File: config.mk
export PLATFORM = sky130hd
export DESIGN_NAME = ccl_scan_sequencer_flat
export DESIGN_NICKNAME = d
export VERILOG_FILES = /design/src/rtl/ccl_scan_sequencer_if.sv /design/src/rtl/ccl_scan_sequencer.sv /design/src/flat_wrapper.sv
export SDC_FILE = /design/constraint.sdc
export NUM_CORES = 1
export LEC_CHECK = 0
export ABC_CLOCK_PERIOD_IN_PS = 3800
export BUFFER_PORTS_ARGS = -buffer_cell sky130_fd_sc_hd__buf_2
export CAP_MARGIN = 20
export CORE_MARGIN = 5
export CORE_UTILIZATION = 50
export DETAILED_ROUTE_END_ITERATION = 10
export HOLD_SLACK_MARGIN = 0.08
export PLACE_DENSITY = 0.84
export SLEW_MARGIN = 15
export SYNTH_ARGS = -nofsm -noshare
export SYNTH_HDL_FRONTEND = slang
export SYNTH_SLANG_ARGS = --single-unit
export TNS_END_PERCENT = 10
File: constraint.sdc
create_clock -name clk_in -period 3.8 [get_ports clk_in]
set_clock_uncertainty 0.1 [all_clocks]
set_input_delay 0.38 -clock clk_in [delete_from_list [all_inputs] [get_ports clk_in]]
set_output_delay 0.38 -clock clk_in [all_outputs]
set_load 0.02 [all_outputs]
File: src/rtl/ccl_scan_sequencer_if.sv
// Window bus between the scan sequencer and the first-pass labeler.
//
// Handshake: the sequencer raises win_valid_out with win_mask_out/win_x_out/
// win_y_out stable; the window is consumed in the cycle where both
// win_valid_out and win_ready_in are high. Once valid is raised, the window
// fields hold until that accept (or an abort/reset).
//
// Signals:
//   win_valid_out  window valid (sequencer -> labeler)
//   win_ready_in   labeler accepts window (labeler -> sequencer)
//   win_mask_out   {ne,n,nw,w,c}, out-of-frame neighbours forced 0
//   win_x_out      centre column
//   win_y_out      centre row
interface ccl_scan_sequencer_if;
  logic        win_valid_out;
  logic        win_ready_in;
  logic [4:0]  win_mask_out;
  logic [10:0] win_x_out;
  logic [9:0]  win_y_out;

  modport master (
    output win_valid_out,
    output win_mask_out,
    output win_x_out,
    output win_y_out,
    input  win_ready_in
  );

  modport slave (
    input  win_valid_out,
    input  win_mask_out,
    input  win_x_out,
    input  win_y_out,
    output win_ready_in
  );
endinterface

File: src/rtl/ccl_scan_sequencer.sv
// Connected-components frame-buffer sequencer.
//
// Captures one masked frame into the 1-bit frame-buffer RAMs, then
// raster-scans it: per pixel it issues the centre/W/NW/N/NE read addresses,
// waits out the RAM read latency and presents a boundary-corrected 5-pixel
// window on the window bus.
//
// Ports:
//   clk_in, rst_n_in        clock, asynchronous active-low reset
//   new_frame_in            start capture (only looked at in IDLE)
//   abort_in                synchronous abort back to IDLE
//   x_in, y_in, mask_in,
//   valid_in                incoming pixel stream
//   wr_en_out, wr_addr_out,
//   wr_data_out             frame-buffer write port (combinational)
//   rd_addr_*_out           frame-buffer read addresses
//   rd_data_in              read data {ne,n,nw,w,c}
//   win                     window bus (master side)
//   busy_out                high in every state except IDLE
//   done_out                one-cycle pulse after the final window accept
//   dbg_state               current FSM state for observation
module ccl_scan_sequencer #(
  parameter int WIDTH       = 320,
  parameter int HEIGHT      = 180,
  parameter int RAM_LATENCY = 2,
  parameter int ADDR_W      = $clog2(WIDTH*HEIGHT)
) (
  input  logic              clk_in,
  input  logic              rst_n_in,
  input  logic              new_frame_in,
  input  logic              abort_in,
  input  logic [10:0]       x_in,
  input  logic [9:0]        y_in,
  input  logic              mask_in,
  input  logic              valid_in,
  output logic              wr_en_out,
  output logic [ADDR_W-1:0] wr_addr_out,
  output logic              wr_data_out,
  output logic [ADDR_W-1:0] rd_addr_c_out,
  output logic [ADDR_W-1:0] rd_addr_w_out,
  output logic [ADDR_W-1:0] rd_addr_nw_out,
  output logic [ADDR_W-1:0] rd_addr_n_out,
  output logic [ADDR_W-1:0] rd_addr_ne_out,
  input  logic [4:0]        rd_data_in,
  ccl_scan_sequencer_if.master win,
  output logic              busy_out,
  output logic              done_out,
  output logic [2:0]        dbg_state
);

  typedef enum logic [2:0] {
    S_IDLE    = 3'd0,
    S_CAPTURE = 3'd1,
    S_ISSUE   = 3'd2,
    S_WAIT    = 3'd3,
    S_PRESENT = 3'd4
  } state_t;

  localparam int CNT_W = (RAM_LATENCY > 1) ? $clog2(RAM_LATENCY) : 1;
  localparam logic [CNT_W-1:0]  CNT_LOAD = CNT_W'(RAM_LATENCY - 1);
  localparam logic [10:0]       X_LAST   = 11'(WIDTH - 1);
  localparam logic [9:0]        Y_LAST   = 10'(HEIGHT - 1);
  localparam logic [ADDR_W-1:0] W_A      = ADDR_W'(WIDTH);
  localparam logic [ADDR_W-1:0] ONE_A    = ADDR_W'(1);

  state_t            state;
  logic [10:0]       scan_x;
  logic [9:0]        scan_y;
  logic [CNT_W-1:0]  wait_cnt;
  logic              win_valid;
  logic [4:0]        win_mask;
  logic [10:0]       win_x;
  logic [9:0]        win_y;

  logic              pix_write;
  logic [ADDR_W-1:0] pix_addr;
  logic [ADDR_W-1:0] scan_c;
  logic [4:0]        nb_ok;
  logic              scan_last;

  // Write path: zero latency, and abort suppresses a write in the same cycle.
  assign pix_write   = (state == S_CAPTURE) && valid_in && !abort_in &&
                       (x_in <= X_LAST) && (y_in <= Y_LAST);
  assign pix_addr    = ADDR_W'(y_in) * W_A + ADDR_W'(x_in);
  assign wr_en_out   = pix_write;
  assign wr_addr_out = pix_write ? pix_addr : '0;
  assign wr_data_out = pix_write & mask_in;

  // Neighbour validity {ne,n,nw,w,c}; the scan position is held through
  // ISSUE and WAIT, so these flags are valid in both.
  assign scan_c = ADDR_W'(scan_y) * W_A + ADDR_W'(scan_x);
  assign nb_ok  = {(scan_y != '0) && (scan_x != X_LAST),
                   (scan_y != '0),
                   (scan_y != '0) && (scan_x != '0),
                   (scan_x != '0),
                   1'b1};
  assign scan_last = (scan_x == X_LAST) && (scan_y == Y_LAST);

  assign win.win_valid_out = win_valid;
  assign win.win_mask_out  = win_mask;
  assign win.win_x_out     = win_x;
  assign win.win_y_out     = win_y;
  assign dbg_state         = state;

  always_ff @(posedge clk_in or negedge rst_n_in) begin
    if (!rst_n_in) begin
      state          <= S_IDLE;
      scan_x         <= '0;
      scan_y         <= '0;
      wait_cnt       <= '0;
      rd_addr_c_out  <= '0;
      rd_addr_w_out  <= '0;
      rd_addr_nw_out <= '0;
      rd_addr_n_out  <= '0;
      rd_addr_ne_out <= '0;
      win_valid      <= 1'b0;
      win_mask       <= '0;
      win_x          <= '0;
      win_y          <= '0;
      busy_out       <= 1'b0;
      done_out       <= 1'b0;
    end else begin
      done_out <= 1'b0;
      if (abort_in) begin
        state     <= S_IDLE;
        win_valid <= 1'b0;
        busy_out  <= 1'b0;
      end else begin
        case (state)
          S_IDLE: begin
            scan_x <= '0;
            scan_y <= '0;
            if (new_frame_in) begin
              state    <= S_CAPTURE;
              busy_out <= 1'b1;
            end
          end
          S_CAPTURE: begin
            if (pix_write && (x_in == X_LAST) && (y_in == Y_LAST)) begin
              state  <= S_ISSUE;
              scan_x <= '0;
              scan_y <= '0;
            end
          end
          S_ISSUE: begin
            rd_addr_c_out  <= scan_c;
            rd_addr_w_out  <= nb_ok[1] ? scan_c - ONE_A : '0;
            rd_addr_nw_out <= nb_ok[2] ? scan_c - W_A - ONE_A : '0;
            rd_addr_n_out  <= nb_ok[3] ? scan_c - W_A : '0;
            rd_addr_ne_out <= nb_ok[4] ? scan_c - W_A + ONE_A : '0;
            wait_cnt       <= CNT_LOAD;
            state          <= S_WAIT;
          end
          S_WAIT: begin
            if (wait_cnt == '0) begin
              win_mask  <= rd_data_in & nb_ok;
              win_x     <= scan_x;
              win_y     <= scan_y;
              win_valid <= 1'b1;
              state     <= S_PRESENT;
            end else begin
              wait_cnt <= wait_cnt - CNT_W'(1);
            end
          end
          S_PRESENT: begin
            if (win.win_ready_in) begin
              win_valid <= 1'b0;
              if (scan_last) begin
                done_out <= 1'b1;
                busy_out <= 1'b0;
                state    <= S_IDLE;
              end else begin
                if (scan_x == X_LAST) begin
                  scan_x <= '0;
                  scan_y <= scan_y + 10'd1;
                end else begin
                  scan_x <= scan_x + 11'd1;
                end
                state <= S_ISSUE;
              end
            end
          end
          default: state <= S_IDLE;
        endcase
      end
    end
  end

endmodule

File: src/flat_wrapper.sv
// flat-port wrapper written by rule: the top's interface ports become plain ports
module ccl_scan_sequencer_flat 
#(
  parameter int WIDTH       = 320,
  parameter int HEIGHT      = 180,
  parameter int RAM_LATENCY = 2,
  parameter int ADDR_W      = $clog2(WIDTH*HEIGHT)
)
  (clk_in, rst_n_in, new_frame_in, abort_in, x_in, y_in, mask_in, valid_in, wr_en_out, wr_addr_out, wr_data_out, rd_addr_c_out, rd_addr_w_out, rd_addr_nw_out, rd_addr_n_out, rd_addr_ne_out, rd_data_in, busy_out, done_out, dbg_state, win_win_valid_out, win_win_mask_out, win_win_x_out, win_win_y_out, win_win_ready_in);
  ccl_scan_sequencer_if win_i ();
  input  logic clk_in;
  input  logic rst_n_in;
  input  logic new_frame_in;
  input  logic abort_in;
  input  logic [10:0] x_in;
  input  logic [9:0] y_in;
  input  logic mask_in;
  input  logic valid_in;
  output logic wr_en_out;
  output logic [ADDR_W-1:0] wr_addr_out;
  output logic wr_data_out;
  output logic [ADDR_W-1:0] rd_addr_c_out;
  output logic [ADDR_W-1:0] rd_addr_w_out;
  output logic [ADDR_W-1:0] rd_addr_nw_out;
  output logic [ADDR_W-1:0] rd_addr_n_out;
  output logic [ADDR_W-1:0] rd_addr_ne_out;
  input  logic [4:0] rd_data_in;
  output logic busy_out;
  output logic done_out;
  output logic [2:0] dbg_state;
  output wire logic [$bits(win_i.win_valid_out)-1:0] win_win_valid_out;
  output wire logic [$bits(win_i.win_mask_out)-1:0] win_win_mask_out;
  output wire logic [$bits(win_i.win_x_out)-1:0] win_win_x_out;
  output wire logic [$bits(win_i.win_y_out)-1:0] win_win_y_out;
  input wire logic [$bits(win_i.win_ready_in)-1:0] win_win_ready_in;
  assign win_win_valid_out = win_i.win_valid_out;
  assign win_win_mask_out = win_i.win_mask_out;
  assign win_win_x_out = win_i.win_x_out;
  assign win_win_y_out = win_i.win_y_out;
  assign win_i.win_ready_in = win_win_ready_in;
  ccl_scan_sequencer #(.WIDTH(WIDTH), .HEIGHT(HEIGHT), .RAM_LATENCY(RAM_LATENCY), .ADDR_W(ADDR_W)) u_core (.clk_in(clk_in), .rst_n_in(rst_n_in), .new_frame_in(new_frame_in), .abort_in(abort_in), .x_in(x_in), .y_in(y_in), .mask_in(mask_in), .valid_in(valid_in), .wr_en_out(wr_en_out), .wr_addr_out(wr_addr_out), .wr_data_out(wr_data_out), .rd_addr_c_out(rd_addr_c_out), .rd_addr_w_out(rd_addr_w_out), .rd_addr_nw_out(rd_addr_nw_out), .rd_addr_n_out(rd_addr_n_out), .rd_addr_ne_out(rd_addr_ne_out), .rd_data_in(rd_data_in), .win(win_i), .busy_out(busy_out), .done_out(done_out), .dbg_state(dbg_state));
endmodule
==> flow_summary.ini <==
[run_status]
status = complete, no violations

[yosys]
synth.net_count = 917
synth-warning-count = 0
cell_count_after_synthesis = 836
avgSynthCellArea_sq_um = 8.99
synth_cell_types = 56
asyncSetResetFlopFracSynth_pct = 100
synth_largest_type_area_fraction_pct = 44.6
synth.cell_area_sq_um = 7520
synth.ff_latch_count = 134
cell_types_occupying_the_most_area_after_synthesis = dfrtp_1 45%, nand2_1 9.9%, ha_1 7.3%
synthDominantAreaCellType = dfrtp_1
ys_seq_area_share_pct = 44.6
synth_flop_cell = dfrtp_1
count_of_flip_flops_with_a_built_in_enable_after_synthesis = 0

[clock_network]
cts.repair_timing.setup_buffer_count = 0
cts_made_buffers = 17
cts_root_buffer = clkbuf_16
clock_sinks = 134
cts_max_level = 4
clkTransAtPathRegs_ps = 60
cts_buffer_depth = 2
clock_tree_from_tritoncts = done
worst_skew_pair.late_latency_ps = 430

[finish]
num_antenna_cells = 0
layout.cells.most_common_list = 199 x nand2_1, 161 x buf_2, 134 x dfrtp_1
area.growth.synth_to_final_pct = 23.5
finalNetCount = 1086
final_layout_size_suffix_gt1_share_pct = 23.9
post_route_utilization_pct = 63.4
final_common_cell = nand2_1

[pwr]
vdd_ir_drop_max_uv = 369
p_per_area_nw_per_um2 = 492
leakage_uw = 0.00499

[sta]
timing_worst_slew_pin_value_ps = 1040
timing.final.max_slew_violations = 0
timing.final.hold_violations = 0
final_min_period_over_clock_period_pct = 95.6
fmaxAchievable_mhz = 275
fin_tns_setup_ps = 0
slew-limit-headroom_pct = 30.5
layout_min_cycle_time_ps = 3630
setup-violations-final = 0
setup_repair_after_global_routing_missed_its_margin = yes

[placement]
hpwl_um = 14300
port_buffers = 162
gp_congestion = 0.878

[global_route]
grt_pass1_wl_um = 32400
grt_overflow = 0
grt_antenna_before_repair = 0
grt_pass1_vias = 6450
grt_start_max_net_pins = 65
grtUsageTotal_pct = 22.5

[drt]
drt_wl_cell_um = 16.3
drt-total-wl_um = 19600
drc = 0
drtAntennaViolNets = 0
route.vias.total = 6684
drt_first_pass_iters = 5
vias_per_cell = 5.56
drtIter0Drc = 508

[job]
maxCapViolCount = 0

[floorplan]
placement_rows = 44
dieHeight_um = 133
placeableCoreArea_sq_um = 14600
die_w_um = 133
starting_density_pct = 51.3
num_io_pins = 163
die_area_sq_um = 17600

[setup_path]
critPathLaunchType = flip-flop
worst-path-max-fanout = 5
setup.worst_path.class = reg2reg
arrival_ps = 3810
cp-end-kind = flip-flop
worstPathRequired_ps = 3980

[worst_hold_path]
hold_class = in2reg
## worst paths after layout
path / startpoint / end / slack, ps / cells past startpoint
worst max-delay path: u_core.scan_y[1] / u_core.rd_addr_nw_out[15] / 170 / 13
worst min-delay path: rd_data_in[3] / u_core.win.win_mask_out[3] / 90 / 3
worst max register to register: u_core.scan_y[1] / u_core.rd_addr_nw_out[15] / 170 / 13
worst min register to register: u_core.rd_addr_c_out[10] / u_core.rd_addr_c_out[10] / 370 / 2
max in group asynchronous: rst_n_in / u_core.scan_y[8] / 2240 / 3
min in group asynchronous: rst_n_in / u_core.rd_addr_nw_out[12] / 470 / 2
## cells by family (layout without fill, tap and decap cells)
group	count (synthesis)	after routing	synth area share (%)
AOI/OAI and AO/OA	164	164	12.9
adders and majority gates	48	48	8.39
buffers and inverters	66	248	3.38
xor gates and xnor gates	74	74	8.92
DFF	134	134	44.6
and+or+nand+nor	350	350	21.8
## per-layer routing
metal,share of wire (%),vias to the layer above,wire length [um],global-route usage [%]
met5,0,-,0,0
met4,1.5,0,301,7.27
met3,7.1,31,1400,5.39
met2,48,261,9490,36.6
met1,43,3213,8390,29.8
li1,-,3179,-,-
## Yosys cell counts (all sizes together), types with 14 or more instances
library cell and n:
dfrtp 134, clkbuf 38, xor2 40, nand3 20, xnor2 34, o21ai 93
nor2 42, o31ai 16, a21oi 20, nand2 199, inv 25, ha 44
nor3 14, and2 17
## critical path: stages, from the launching register on
cell,delay [ps]
dfrtp_1,380
ha_1,300
ha_1,230
fa_1,450
ha_1,230
a311oi_1,410
nor4_2,130
xnor2_2,230
buf_4,180
nand4_1,90
xor2_1,230
nor4b_2,280
xor2_1,170
o21ai_1,80
## area by class of cell
type | instances | area, sq um
clock buffers | 18 | 429
clock inverters | 14 | 173
fillers | 1208 | 5360
inverters | 25 | 93.8
multi-input cells | 636 | 3960
flip-flops and latches | 134 | 3350
well taps | 184 | 230
repair buffers | 191 | 1040
## timing repair
action | in CTS | in global routing
resized for setup | 0 | 5
endpoints found under the hold margin | 63 | 0
endpoints found under the setup margin | 0 | 5
hold buffers | 3 | 0
## state kept, by name, indices dropped and copies added (netlist names)
name and count:
u_core.busy_out 1, u_core.dbg_state 3, u_core.done_out 1, u_core.rd_addr_c_out 16, u_core.rd_addr_n_out 16, u_core.rd_addr_ne_out 16
u_core.rd_addr_nw_out 16, u_core.rd_addr_w_out 16, u_core.scan_x 11, u_core.scan_y 10, u_core.wait_cnt 1, u_core.win.win_mask_out 5
u_core.win.win_valid_out 1, u_core.win.win_x_out 11, u_core.win.win_y_out 10
## per-stage QoR
step	hold WS [ps]	setup slack (ps)	instances	total power, uW	area (sq um)
floorplan	-15.6	162	836	2490	7520
global placement	349	125	1167	2860	8610
detailed placement	358	63.5	1167	2890	8610
CTS	87.1	8.33	1202	4580	9250
global route	99.8	-37.0	1202	4780	9280
finish	91.7	169	1202	4560	9280
## power breakdown
group	switching, uW	total [uW]	internal, uW
Sequential	150	1760	1610
Clock	652	1690	1040
Combinational	737	1110	377
Total	1540	4560	3020
Note: power is estimated with default switching activity, not from simulation.
